$ cat config.mk
export PLATFORM = sky130hd
export DESIGN_NAME = minirisc_store_fifo
export DESIGN_NICKNAME = d
export VERILOG_FILES = /design/src/rtl/minirisc_store_fifo.sv
export SDC_FILE = /design/constraint.sdc
export NUM_CORES = 1
export LEC_CHECK = 0
export ABC_CLOCK_PERIOD_IN_PS = 2700
export BUFFER_PORTS_ARGS = -buffer_cell sky130_fd_sc_hd__buf_2
export CAP_MARGIN = 25
export CORE_ASPECT_RATIO = 2
export CORE_MARGIN = 2
export CORE_UTILIZATION = 58
export DETAILED_ROUTE_END_ITERATION = 7
export GPL_ROUTABILITY_DRIVEN = 0
export HOLD_SLACK_MARGIN = 0.15
export PLACE_DENSITY = 0.79
export SYNTH_ARGS = -nofsm -noshare
export SYNTH_HDL_FRONTEND = slang
export SYNTH_SLANG_ARGS = --single-unit
$ cat constraint.sdc
create_clock -name clk -period 2.7 [get_ports clk]
set_input_delay 0.54 -clock clk [delete_from_list [all_inputs] [get_ports clk]]
set_output_delay 0.54 -clock clk [all_outputs]
set_load 0.05 [all_outputs]
$ cat src/rtl/minirisc_store_fifo.sv
// minirisc_store_fifo: captures the core accumulator each time the core enters
// its STORE state and buffers it in a small first-word-fall-through FIFO.
//
// Optional feature macro: MINIRISC_STORE_STAMP_EN
//   defined   : every entry also carries an 8-bit cycle stamp (rd_stamp)
//   undefined : no stamp counter or stamp array; rd_stamp is tied to 0
//
// Ports:
//   clk, rst_n          clock, asynchronous active-low reset
//   ena                 capture enable (mirrors core ena)
//   acc_in[7:0]         core accumulator value
//   state_in[3:0]       core state nibble
//   clr                 synchronous flush
//   rd_data[7:0]        head entry (0 when empty)
//   rd_stamp[7:0]       head entry stamp (0 when empty / feature disabled)
//   rd_valid            FIFO non-empty
//   rd_ready            consumer accepts head entry
//   count[ADDR_W:0]     occupancy 0..DEPTH
//   full                count == DEPTH
//   overflow            sticky: a capture was dropped
module minirisc_store_fifo #(
  parameter int unsigned DEPTH      = 8,
  parameter int unsigned ADDR_W     = 3,
  parameter logic [3:0]  STORE_CODE = 4'h4
) (
  input  logic              clk,
  input  logic              rst_n,
  input  logic              ena,
  input  logic [7:0]        acc_in,
  input  logic [3:0]        state_in,
  input  logic              clr,
  output logic [7:0]        rd_data,
  output logic [7:0]        rd_stamp,
  output logic              rd_valid,
  input  logic              rd_ready,
  output logic [ADDR_W:0]   count,
  output logic              full,
  output logic              overflow
);

  localparam int unsigned DATA_W = 8;
  localparam int unsigned CNT_W  = ADDR_W + 1;

  logic [DATA_W-1:0] mem [DEPTH];
  logic [ADDR_W-1:0] rd_ptr, wr_ptr;
  logic [3:0]        prev_state;

  logic              cap_c, pop_c, push_c, wr_en_c;
  logic [ADDR_W-1:0] rd_ptr_nxt, wr_ptr_nxt;
  logic [CNT_W-1:0]  count_nxt;
  logic              ovf_nxt;
  logic [DATA_W-1:0] head_nxt;
  logic              head_is_new_c;

  // Entry-edge capture, pop/push qualification
  always_comb begin
    cap_c   = ena && (state_in == STORE_CODE) && (prev_state != STORE_CODE);
    pop_c   = rd_valid && rd_ready;
    push_c  = cap_c && (!full || pop_c);
    wr_en_c = push_c && !clr;
  end

  // Next-state for pointers, occupancy and overflow; clr wins over push/pop
  always_comb begin
    rd_ptr_nxt = rd_ptr;
    wr_ptr_nxt = wr_ptr;
    count_nxt  = count;
    ovf_nxt    = overflow;
    if (clr) begin
      rd_ptr_nxt = '0;
      wr_ptr_nxt = '0;
      count_nxt  = '0;
      ovf_nxt    = 1'b0;
    end else begin
      if (pop_c)  rd_ptr_nxt = rd_ptr + ADDR_W'(1);
      if (push_c) wr_ptr_nxt = wr_ptr + ADDR_W'(1);
      if (push_c && !pop_c)      count_nxt = count + CNT_W'(1);
      else if (pop_c && !push_c) count_nxt = count - CNT_W'(1);
      if (cap_c && full && !pop_c) ovf_nxt = 1'b1;
    end
  end

  // Head after this edge: bypass the incoming word when it lands in the head slot
  always_comb begin
    head_is_new_c = wr_en_c && (wr_ptr == rd_ptr_nxt);
    head_nxt      = head_is_new_c ? acc_in : mem[rd_ptr_nxt];
  end

  // Storage array (no reset; never visible while empty)
  always_ff @(posedge clk) begin
    if (wr_en_c) mem[wr_ptr] <= acc_in;
  end

  // Control state and registered outputs
  always_ff @(posedge clk or negedge rst_n) begin
    if (!rst_n) begin
      rd_ptr     <= '0;
      wr_ptr     <= '0;
      count      <= '0;
      overflow   <= 1'b0;
      prev_state <= '0;
      full       <= 1'b0;
      rd_valid   <= 1'b0;
      rd_data    <= '0;
    end else begin
      rd_ptr     <= rd_ptr_nxt;
      wr_ptr     <= wr_ptr_nxt;
      count      <= count_nxt;
      overflow   <= ovf_nxt;
      prev_state <= state_in;
      full       <= (count_nxt == CNT_W'(DEPTH));
      rd_valid   <= (count_nxt != '0);
      rd_data    <= (count_nxt != '0) ? head_nxt : '0;
    end
  end

`ifdef MINIRISC_STORE_STAMP_EN
  logic [7:0] stamp_cnt;
  logic [7:0] stamp_mem [DEPTH];
  logic [7:0] stamp_head_nxt;

  always_comb begin
    stamp_head_nxt = head_is_new_c ? stamp_cnt : stamp_mem[rd_ptr_nxt];
  end

  always_ff @(posedge clk) begin
    if (wr_en_c) stamp_mem[wr_ptr] <= stamp_cnt;
  end

  // Free-running cycle counter (advances only while ena) and stamp output
  always_ff @(posedge clk or negedge rst_n) begin
    if (!rst_n) begin
      stamp_cnt <= '0;
      rd_stamp  <= '0;
    end else begin
      if (clr)      stamp_cnt <= '0;
      else if (ena) stamp_cnt <= stamp_cnt + 8'(1);
      rd_stamp <= (count_nxt != '0) ? stamp_head_nxt : '0;
    end
  end
`else
  assign rd_stamp = 8'h00;
`endif

endmodule

== Word-level counts from Yosys, hierarchy flattened ==
Memories as Yosys holds them, arrays and structs flattened.
Index checks and enable logic that the tools add are counted.

* Register bits after elaboration: 25
* Latch bits: 0
* RAM bits: 64
* Bits in read-only memories: 0
* Input port bits: 17
* Output and inout port bits: 23
* Word-level logic and storage cells: 48
* Memories: 1

* $add $sub $neg: 4
* $mul: 0
* Divide/modulo/power cells: 0
* $lt $le $gt $ge: 0
* Equal/unequal tests: 4
* Shifts and indexed selects: 0
* Mux-type cells: 13
* Bitwise gates (word level): 0
* Reduce and logical (&&, ||, !) cells: 18

{| class="wikitable"
|+ Memory list
! name !! words !! bits a word !! rd ports !! clocked after memory_dff !! write ports !! RTL line !! source
|-
| mem || 8 || 8 || 1 || 0 || 1 || 44 || <nowiki>logic [DATA_W-1:0] mem [DEPTH];</nowiki>
|}

{| class="wikitable"
|+ Operators with widths
! cell !! count
|-
| $mux W8 || 2
|-
| $mux W3 || 4
|-
| $mux W4 || 3
|-
| $logic_and A1 B1 Y1 || 10
|-
| $add A3 B1 Y3 const B || 2
|-
| $add A4 B1 Y4 const B || 1
|-
| $eq A4 B3 Y1 const B || 1
|-
| $eq A4 B4 Y1 const B || 1
|-
| $logic_not A1 Y1 || 4
|-
| $mux W1 || 4
|-
| $ne A4 B3 Y1 const B || 1
|-
| $reduce_bool A2 Y1 || 2
|-
| $reduce_bool A4 Y1 || 1
|-
| $sub A4 B1 Y4 const B || 1
|-
| $eq A3 B3 Y1 || 1
|-
| $logic_or A1 B1 Y1 || 1
|}

== Logic depth before layout (Yosys ltp) ==
Gate-level depths: netlist (run 1).

* Depth after elaboration: 11
* Depth in mapped cells: 9
* Gate-level depth less buffers: 8

== Worst setup path before layout (run 1) ==
No wires, ideal clock.

* Path type: reg-to-reg
* From: register rd_valid
* To: memory mem[0][0] (enable)
* Setup time: 0.395 ns
* Data arrival time: 2.301 ns
* Setup slack: 0.004 ns
* Stages on the path, launching flop included: 5
* Path buffers: 0
* Clock period less this slack: 2.696 ns
* Path through: dfrtp_1 > a21boi_0 > nor4_2 > nand2_1 > nor4_1

* Word-level cells in the longest chain between the ends: 6

{| class="wikitable"
|+ RTL lines
! item !! RTL line !! source
|-
| start: declaration || 34 || <nowiki>output logic rd_valid,</nowiki>
|-
| start signal: assignment || 112 || <nowiki>rd_valid <= (count_nxt != '0);</nowiki>
|-
| $logic_and A1 B1 Y1 || 58 || <nowiki>pop_c = rd_valid && rd_ready;</nowiki>
|-
| $logic_or A1 B1 Y1 || 59 || <nowiki>push_c = cap_c && (!full || pop_c);</nowiki>
|-
| $logic_and A1 B1 Y1 || 59 ||
|-
| $logic_and A1 B1 Y1 || 60 || <nowiki>wr_en_c = push_c && !clr;</nowiki>
|-
| $mux W1 || 91 || <nowiki>if (wr_en_c) mem[wr_ptr] <= acc_in;</nowiki>
|-
| $mux W1 (not written as such) || 91 ||
|-
| end: declaration || 44 ||
|}

Every way passes these cells.

== Worst setup path after layout (run 1) ==
* From: input port state_in[3]
* To: memory mem[1][4] (enable)

* Word-level cells in the longest chain between the ends: 7

{| class="wikitable"
|+ RTL lines
! item !! RTL line !! source
|-
| start: declaration || 30 || <nowiki>input logic [3:0] state_in,</nowiki>
|-
| $eq A4 B3 Y1 || 57 || <nowiki>cap_c = ena && (state_in == STORE_CODE) && (prev_state != STORE_CODE);</nowiki>
|-
| $logic_and A1 B1 Y1 (2 in series) || 57 ||
|-
| $logic_and A1 B1 Y1 || 59 ||
|-
| $logic_and A1 B1 Y1 || 60 ||
|-
| $mux W1 || 91 ||
|-
| $mux W1 (not written as such) || 91 ||
|}

Every way passes these cells.

==> impl_metrics.tcl, run 1 <==
set metrics [dict create \
    status "finished, final reports clean" \
    final_max_slew_viol_count 0 \
    power_density_mw_per_mm2 847.1 \
    grt_pass1_wl_um 11720 \
    drv_cap 0 \
    timing.rr.end "rd_data[2]" \
    cts_buffers 9 \
    cts_tree "built" \
    detail_route.wl_per_cell_um 19.33 \
    area_growth_pct 13.68 \
    ctsHoldBuffers 0 \
    chipHeight_um 120.6 \
    multiInputGateArea_mm2 0.001261 \
    core-area_mm2 0.006621 \
    route.detailed.drc 0 \
    finalPower_uw 3797 \
    clk_pin_slew_ns 0.06 \
    dieWidth_um 62.30 \
    r2r_start "rd_ptr[0]" \
    worst_setup_path_end_kind "flip-flop" \
    setup_violations 0 \
    synthTopCellsByCount "edfxtp_1, mux2i_1, dfrtp_1" \
    place_inst 380 \
    avgSynthCellArea_um2 15.11 \
    finalHoldViolations 0 \
    start_kind "input port" \
    p_leak_uw 0.001968 \
    synth_most_common_cell "edfxtp_1" \
    ant_nets 0 \
    synthCells 261 \
    regArea_mm2 0.002547 \
    cp.arrival_ns 2.25 \
    final_nets 324 \
    period_needed_ns 2.198 \
    relSlewSlack 0.5907 \
    ctsResizeCount 0 \
    postCtsSetupRepairBufs 0 \
    clock_latency_ns 0.34 \
    synth_edf_count 64 \
    start_util 0.5954 \
    switching_share 0.3138 \
    grt_pass1_vias 2260 \
    reg2reg_depth 7 \
    hp-class "input port to async pin" \
    whs_ns 0.1852 \
    drt_iter0_drc 99 \
    yosys.area.top_type "edfxtp_1" \
    utilization 0.6769 \
    io_buffers 31 \
    dominantRegCellSynth "edfxtp_1" \
    htreeDepth 3 \
    num_vias 2288 \
    ff2ff_setup_slack_ns 0.50 \
    synth_warnings 0 \
    p_clk_frac 0.318 \
    routed_wl_um 7653 \
    yosysSeqAreaShare 0.6461 \
    combPwrFrac 0.255 \
    ir_drop_uv 535.5 \
    power_switching_uw 1191 \
    crit_required_ns 2.75 \
    worst_slew_pin_slew_ns 0.6117 \
    die_area_mm2 0.007513 \
    drt-pass1-iter-count 4 \
    async_reset_ff_frac 0.2809 \
    antenna_cells 0 \
    clkSinkCount 89 \
    synth.distinct_cells 50 \
    yosysTopAreaCellShare 0.4875 \
    seq_power_share 0.427 \
    drive_gt1_frac 0.2175 \
    rsz0062_at_grt "false" \
    crit_path_max_fanout 8 \
    setup_tns_ns 0 \
    grt_overflow_total 0 \
    crit_type "input port to flip-flop" \
    grtUsageTotal 0.2213 \
    worst_clock_skew_ns 0.004474 \
    fmax_mhz 455.0 \
    syn_area_mm2 0.003943 \
    hpwl_um 5345 \
    grt_max_degree 35 \
    vias_per_cell 5.778 \
    p_int_uw 2605 \
    antenna_found_initial 0 \
    ioPinCount 40 \
    ys_ff_latch 89 \
    clockBufferDepth 2 \
    row_count 42 \
    yosys-top-cells-area "edfxtp_1, dfrtp_1, mux2i_1, a22o_1, o211a_1" \
    fin_cells 396 \
    nFillCells 489 \
    fin_crit_sh 0.8141 \
    cts_root_buf "clkbuf_16" \
]
==> worst max path at each step <==
| stage | start | endpoint | slack (ns) | depth (start not counted) |
|---|---|---|---|---|
| after CTS | rd_ptr[0] | rd_data[2] | 0.46 | 7 |
| after global placement | state_in[3] | mem[1][5] | 0.26 | 7 |
| after global routing | rd_ptr[0] | rd_data[2] | 0.24 | 7 |
| final | state_in[3] | mem[1][4] | 0.50 | 7 |
| after detailed placement | state_in[3] | mem[1][0] | 0.20 | 7 |
| after floorplan | rd_valid | mem[0][0] | 0.004 | 4 |
==> routing by layer <==
metal  track usage  vias to the layer above  routed length, um
li1              -                     1062                  -
met1        0.2137                     1142               2643
met2        0.4239                       63               4448
met3       0.03349                       21                250
met4        0.1458                        0                310
met5             0                        -                  0
==> flip-flops by register name, indices dropped and copies added (netlist names) <==
register    cells
overflow        1
prev_state      4
rd_data         8
full            1
wr_ptr          3
rd_valid        1
count           4
rd_ptr          3
mem            64
==> cell families (layout without fill, tap and decap cells) <==
logic type | count (synthesis) | count (layout) | synth area share
DFF | 89 | 89 | 0.6461
other | 1 | 8 | 0.0009512
and+or+nand+nor | 52 | 52 | 0.08886
adders and majority gates | 4 | 4 | 0.01269
muxes | 36 | 36 | 0.09457
xor gates and xnor gates | 8 | 8 | 0.01968
buffers and inverters | 25 | 65 | 0.04221
AOI/OAI and AO/OA | 46 | 46 | 0.09489
==> power groups by stage <==
stage	logic [uW]	clock network, uW	registers (uW)
finish	968	1210	1620
global route	1030	1290	1630
CTS	974	1230	1620
detailed placement	971	0	1650
global placement	954	0	1650
floorplan	484	0	1920
==> layout by cell type, fill, tap and decap left out, types with 2 or more instances in the layout <==
master	synthesis	routed
nand4_1	2	2
dfrtp_1	25	25
nand2b_1	3	3
clkbuf_16	0	9
nand3_1	4	4
buf_4	9	9
nor2_1	12	12
conb_1	1	8
nor3_1	4	4
nand2_1	5	5
edfxtp_1	64	64
inv_1	8	8
xor2_1	3	3
xnor2_1	4	4
nor2b_1	2	2
nor4_2	1	2
clkbuf_1	2	3
mux2i_1	35	35
buf_2	1	31
a21oi_1	4	4
and3_1	3	3
o211a_1	8	8
ha_1	4	4
clkinv_2	0	2
and4_1	2	2
a22o_1	16	16
and2_1	2	2
a31oi_1	2	2
o21ai_1	9	9
==> stage by stage <==
stage / cell area [um2] / setup WS (ns)
2_1_floorplan: 3969 / 0.004229
6_report: 4482 / 0.5020
4_1_cts: 4482 / 0.4628
5_1_grt: 4482 / 0.2395
3_5_place_dp: 4192 / 0.2007
3_3_place_gp: 4192 / 0.2613
==> final cells by class <==
class | instances | area share
clock buffer | 13 | 0.05583
clock inverter | 3 | 0.008934
tap | 88 | 0.02457
timing repair buffer | 41 | 0.05416
sequential | 89 | 0.5684
multi-input combinational | 154 | 0.2814
inverter | 8 | 0.006700
==> critical path, cell delays in order <==
cell and delay, ns:
buf_2 0.11, nand4bb_4 0.24, nor4_2 0.57, and2_2 0.28, nand2_1 0.12, nor3_1 0.17
buf_4 0.20
No activity file was read; power rests on OpenSTA's default activity.
==> inputs of run 2 (changes only) <==
Settings changed: ABC_CLOCK_PERIOD_IN_PS 2700 to 2100.
Clock period 2.7 ns to 2.1 ns, I/O delays scaled along.
==> impl_metrics.tcl, run 2 (synthesis gave the netlist of run 1 again) <==
set metrics [dict create \
    cts_buffers 9 \
    status "finished, final reports clean" \
    dieWidth_um 62.30 \
    crit_path_max_fanout 5 \
    mostFrequentLayoutCells "edfxtp_1, mux2i_1, buf_2" \
    worst_slew_pin_slew_ns 0.6020 \
    cts_root_buf "clkbuf_16" \
    rsz0062_at_grt "true" \
    drt_iter0_drc 132 \
    fin_crit_sh 0.9923 \
    largest_reg_flops 64 \
    vias_per_cell 5.908 \
    grt_pass1_wl_um 12290 \
    clk_pin_slew_ns 0.06 \
    setup_tns_ns 0 \
    hpwl_um 5668 \
    ant_nets 0 \
    fin_cells 414 \
    crit_required_ns 2.33 \
    routed_wl_um 8492 \
    row_count 42 \
    period_needed_ns 2.084 \
    ff2ff_setup_slack_ns 0.02 \
    clkSinkCount 89 \
    num_vias 2446 \
    detail_route.wl_per_cell_um 20.51 \
    cp.arrival_ns 2.31 \
    die_area_mm2 0.007513 \
    final_common_cell "edfxtp_1" \
    antenna_cells 0 \
    area_growth_pct 23.55 \
    cts_tree "built" \
    htreeDepth 3 \
    final_nets 342 \
    grt_pass1_vias 2364 \
    relSlewSlack 0.5986 \
    postLayoutCellArea_mm2 0.004871 \
    place_area_mm2 0.004410 \
    clockBufferDepth 2 \
    worst_clock_skew_ns 0.006017 \
    grt_max_degree 26 \
    power_density_mw_per_mm2 1065 \
    finalPower_uw 5188 \
    place_inst 394 \
    drt-pass1-iter-count 4 \
    grtUsageTotal 0.2317 \
    drive_gt1_frac 0.3190 \
    drv_cap 0 \
    grt_overflow_total 0 \
    ir_drop_uv 900.4 \
    antenna_found_initial 0 \
    final_max_slew_viol_count 0 \
    top_regs "mem: 64 flops, rd_data: 8 flops" \
    crit_type "flip-flop to flip-flop" \
    hp-class "input port to flip-flop" \
    setup_violations 0 \
    p_leak_uw 0.002099 \
    io_buffers 31 \
    worst_setup_path_end_kind "flip-flop" \
    route.detailed.drc 0 \
    start_util 0.5954 \
    finalHoldViolations 0 \
    regMostFlops "mem" \
    ioPinCount 40 \
    start_kind "flip-flop" \
    fmax_mhz 479.9 \
    clock_latency_ns 0.34 \
    chipHeight_um 120.6 \
    utilization 0.7356 \
    core-area_mm2 0.006621 \
]
-- run 2: area by class of cell --
class | count | area [um2]
clock buffers | 12 | 246.5
clock inverters | 4 | 76.32
fillers | 436 | 1750
inverters | 8 | 30.03
multi-input cells | 156 | 1468
flip-flops and latches | 89 | 2550
well taps | 88 | 110.1
repair buffers | 57 | 390.4
-- run 2: stage by stage --
| step | worst slack (ns) | hold slack (ns) |
|---|---|---|
| floorplan | -0.01361 | 0.1244 |
| global placement | -0.004915 | 0.4347 |
| detailed placement | -0.06554 | 0.4445 |
| CTS | 0.01540 | 0.2074 |
| global route | -0.1242 | 0.2083 |
| finish | 0.01620 | 0.2198 |
-- run 2: power by group --
part / internal [uW] / leakage, uW / total [uW] / switching [uW]
sequential: 2000 / 0.000899 / 2110 / 107
combinational: 470 / 0.00105 / 1380 / 915
clock: 1080 / 0.000153 / 1690 / 617
-- run 2: routing by layer --
layer  routed length [um]  track usage  vias up
met4                  544       0.1542        0
met3                  396      0.05953       32
met5                    0            0        -
li1                     -            -     1107
met2                 4781       0.4219       83
met1                 2769       0.2268     1224
-- run 2: worst paths after layout --
kind                       cells after the start             to           from
setup reg to reg                               6     rd_data[4]  prev_state[3]
hold / removal                                 1  prev_state[0]    state_in[0]
min in group asynchronous                      2      wr_ptr[2]          rst_n
setup / recovery                               6     rd_data[4]  prev_state[3]
hold reg to reg                                2       overflow       overflow
max in group asynchronous                      2           full          rst_n
-- run 2: critical path, stage by stage (launching register included) --
cell,delay [ns]
dfrtp_1,0.40
or4b_4,0.59
nand4_1,0.19
o2111ai_2,0.18
a32oi_4,0.30
o211ai_4,0.17
o211a_1,0.15
-- run 2: repair_timing --
item / CTS / global route
endpoints found under the hold margin: 25 / 0
gates resized for setup: 0 / 13
endpoints found under the setup margin: 0 / 8
buffers inserted: 0 / 1
hold buffers: 1 / 0
==> inputs of run 3 (changes only) <==
Settings changed: ABC_CLOCK_PERIOD_IN_PS 2100 to 1800, CORE_UTILIZATION 58 to 53, GPL_TIMING_DRIVEN set to 0, PLACE_DENSITY 0.79 to 0.76.
Clock period 2.1 ns to 1.8 ns, I/O delays scaled along.
==> impl_metrics.tcl, run 3 (synthesis gave the netlist of run 1 again) <==
set metrics [dict create \
    status "complete, but fails checks" \
    violations "negative setup slack" \
    grt_max_degree 26 \
    cts_root_buf "clkbuf_16" \
    row_count 44 \
    area_growth_pct 29.96 \
    fmax_mhz 470.6 \
    crit_required_ns 2.03 \
    core-area_mm2 0.007212 \
    vias_per_cell 5.874 \
    setup_violations 76 \
    ir_drop_uv 968.5 \
    finalPower_uw 6059 \
    nFillCells 461 \
    ant_nets 0 \
    drv_cap 0 \
    worst_setup_path_end_kind "flip-flop" \
    start_kind "flip-flop" \
    worst_clock_skew_ns 0.009432 \
    whs_ns 0.1591 \
    worst_slew_pin_slew_ns 0.5937 \
    routed_wl_um 9395 \
    rsz0062_at_grt "true" \
    clkSinkCount 89 \
    cts_buffers 9 \
    route.detailed.drc 0 \
    fin_crit_sh 1.181 \
    start_util 0.5467 \
    multiInputGateArea_mm2 0.001539 \
    grt_pass1_vias 2706 \
    grtUsageTotal 0.2440 \
    dieWidth_um 64.99 \
    relSlewSlack 0.6042 \
    clockBufferDepth 2 \
    drt_iter0_drc 129 \
    htreeDepth 3 \
    drive_gt1_frac 0.3698 \
    regMostFlops "mem" \
    dp_slack_ns -0.7789 \
    hp-class "input port to flip-flop" \
    mostFrequentLayoutCells "edfxtp_1, mux2i_1, buf_2" \
    crit_path_max_fanout 5 \
    grt_overflow_total 0 \
    power_density_mw_per_mm2 1182 \
    final_max_slew_viol_count 0 \
    die_area_mm2 0.008186 \
    clock_latency_ns 0.34 \
    final_common_cell "edfxtp_1" \
    grt_pass1_wl_um 14220 \
    crit_type "flip-flop to flip-flop" \
    p_leak_uw 0.002180 \
    final_nets 354 \
    largest_reg_flops 64 \
    clk_pin_slew_ns 0.06 \
    utilization 0.7104 \
    detail_route.wl_per_cell_um 21.85 \
    chipHeight_um 126.0 \
    finalHoldViolations 0 \
    top_regs "mem: 64 flops, rd_data: 8 flops" \
    antenna_found_initial 0 \
    drt-pass1-iter-count 4 \
    antenna_cells 0 \
    finalWorstSetupSlack_ns -0.3250 \
    cts_tree "built" \
    regArea_mm2 0.002552 \
    period_needed_ns 2.125 \
    hpwl_um 5791 \
    num_vias 2526 \
    ioPinCount 40 \
    io_buffers 31 \
    cp.arrival_ns 2.35 \
]
[run 3: cell types whose count changed in the layout (fill, tap and decap cells not counted), moves of 3 or more]
cell,previous run,this run
buf_6,0,5
buf_4,22,19
nor3_2,4,0
nor3_4,1,5
buf_12,3,9
[run 3: where the power goes]
group	internal, uW	leakage (uW)	total (uW)	switching (uW)
logic	642	0.00115	1780	1130
clock network	1110	0.000137	1840	727
registers	2340	0.000896	2450	107
total	4090	0.00218	6060	1970
[run 3: critical path, stage by stage (launching register included)]
cell and delay, ns:
dfrtp_1 0.39, nor4b_4 0.16, buf_4 0.14, o31ai_1 0.48, nand3_2 0.16, a32oi_2 0.25
buf_4 0.15, o211ai_4 0.10, o211a_1 0.17
[run 3: final cells by class]
class,count,area share
clock buffers,13,0.04884
flip-flops and latches,89,0.4982
inverters,8,0.005861
repair buffers,54,0.08864
well taps,92,0.02247
clock inverters,3,0.008059
plain buffers,16,0.02759
multi-input cells,155,0.3004
[run 3: path summary, 6_finish.rpt]
kind | from | end | slack, ns | depth (start not counted)
worst min-delay path | state_in[0] | prev_state[0] | 0.16 | 1
min in group asynchronous | rst_n | rd_data[7] | 0.55 | 2
worst min register to register | overflow | overflow | 0.53 | 2
worst max register to register | prev_state[2] | rd_data[4] | -0.33 | 8
worst max-delay path | prev_state[2] | rd_data[4] | -0.33 | 8
max in group asynchronous | rst_n | count[1] | 0.82 | 2
[run 3: what timing repair did]
action,4_1_cts,5_1_grt
gates resized for setup,19,15
hold buffers,1,0
setup endpoints to repair,75,77
pin swaps,12,16
buffers inserted,16,6
cloned,1,0
hold endpoints to repair,25,0
[run 3: metrics by stage]
stage	setup TNS, ns	cells	cell area [um2]
floorplan	-14.33	268	4096
global placement	-40.55	391	4367
detailed placement	-42.54	391	4367
CTS	-7.107	424	5002
global route	-15.00	430	5124
finish	-10.94	430	5124
[run 3: routing by layer]
metal,vias up,track usage,part of all wire
li1,1125,-,-
met1,1279,0.2525,0.34
met2,91,0.4457,0.57
met3,31,0.04643,0.043
met4,0,0.1339,0.045
met5,-,0,0
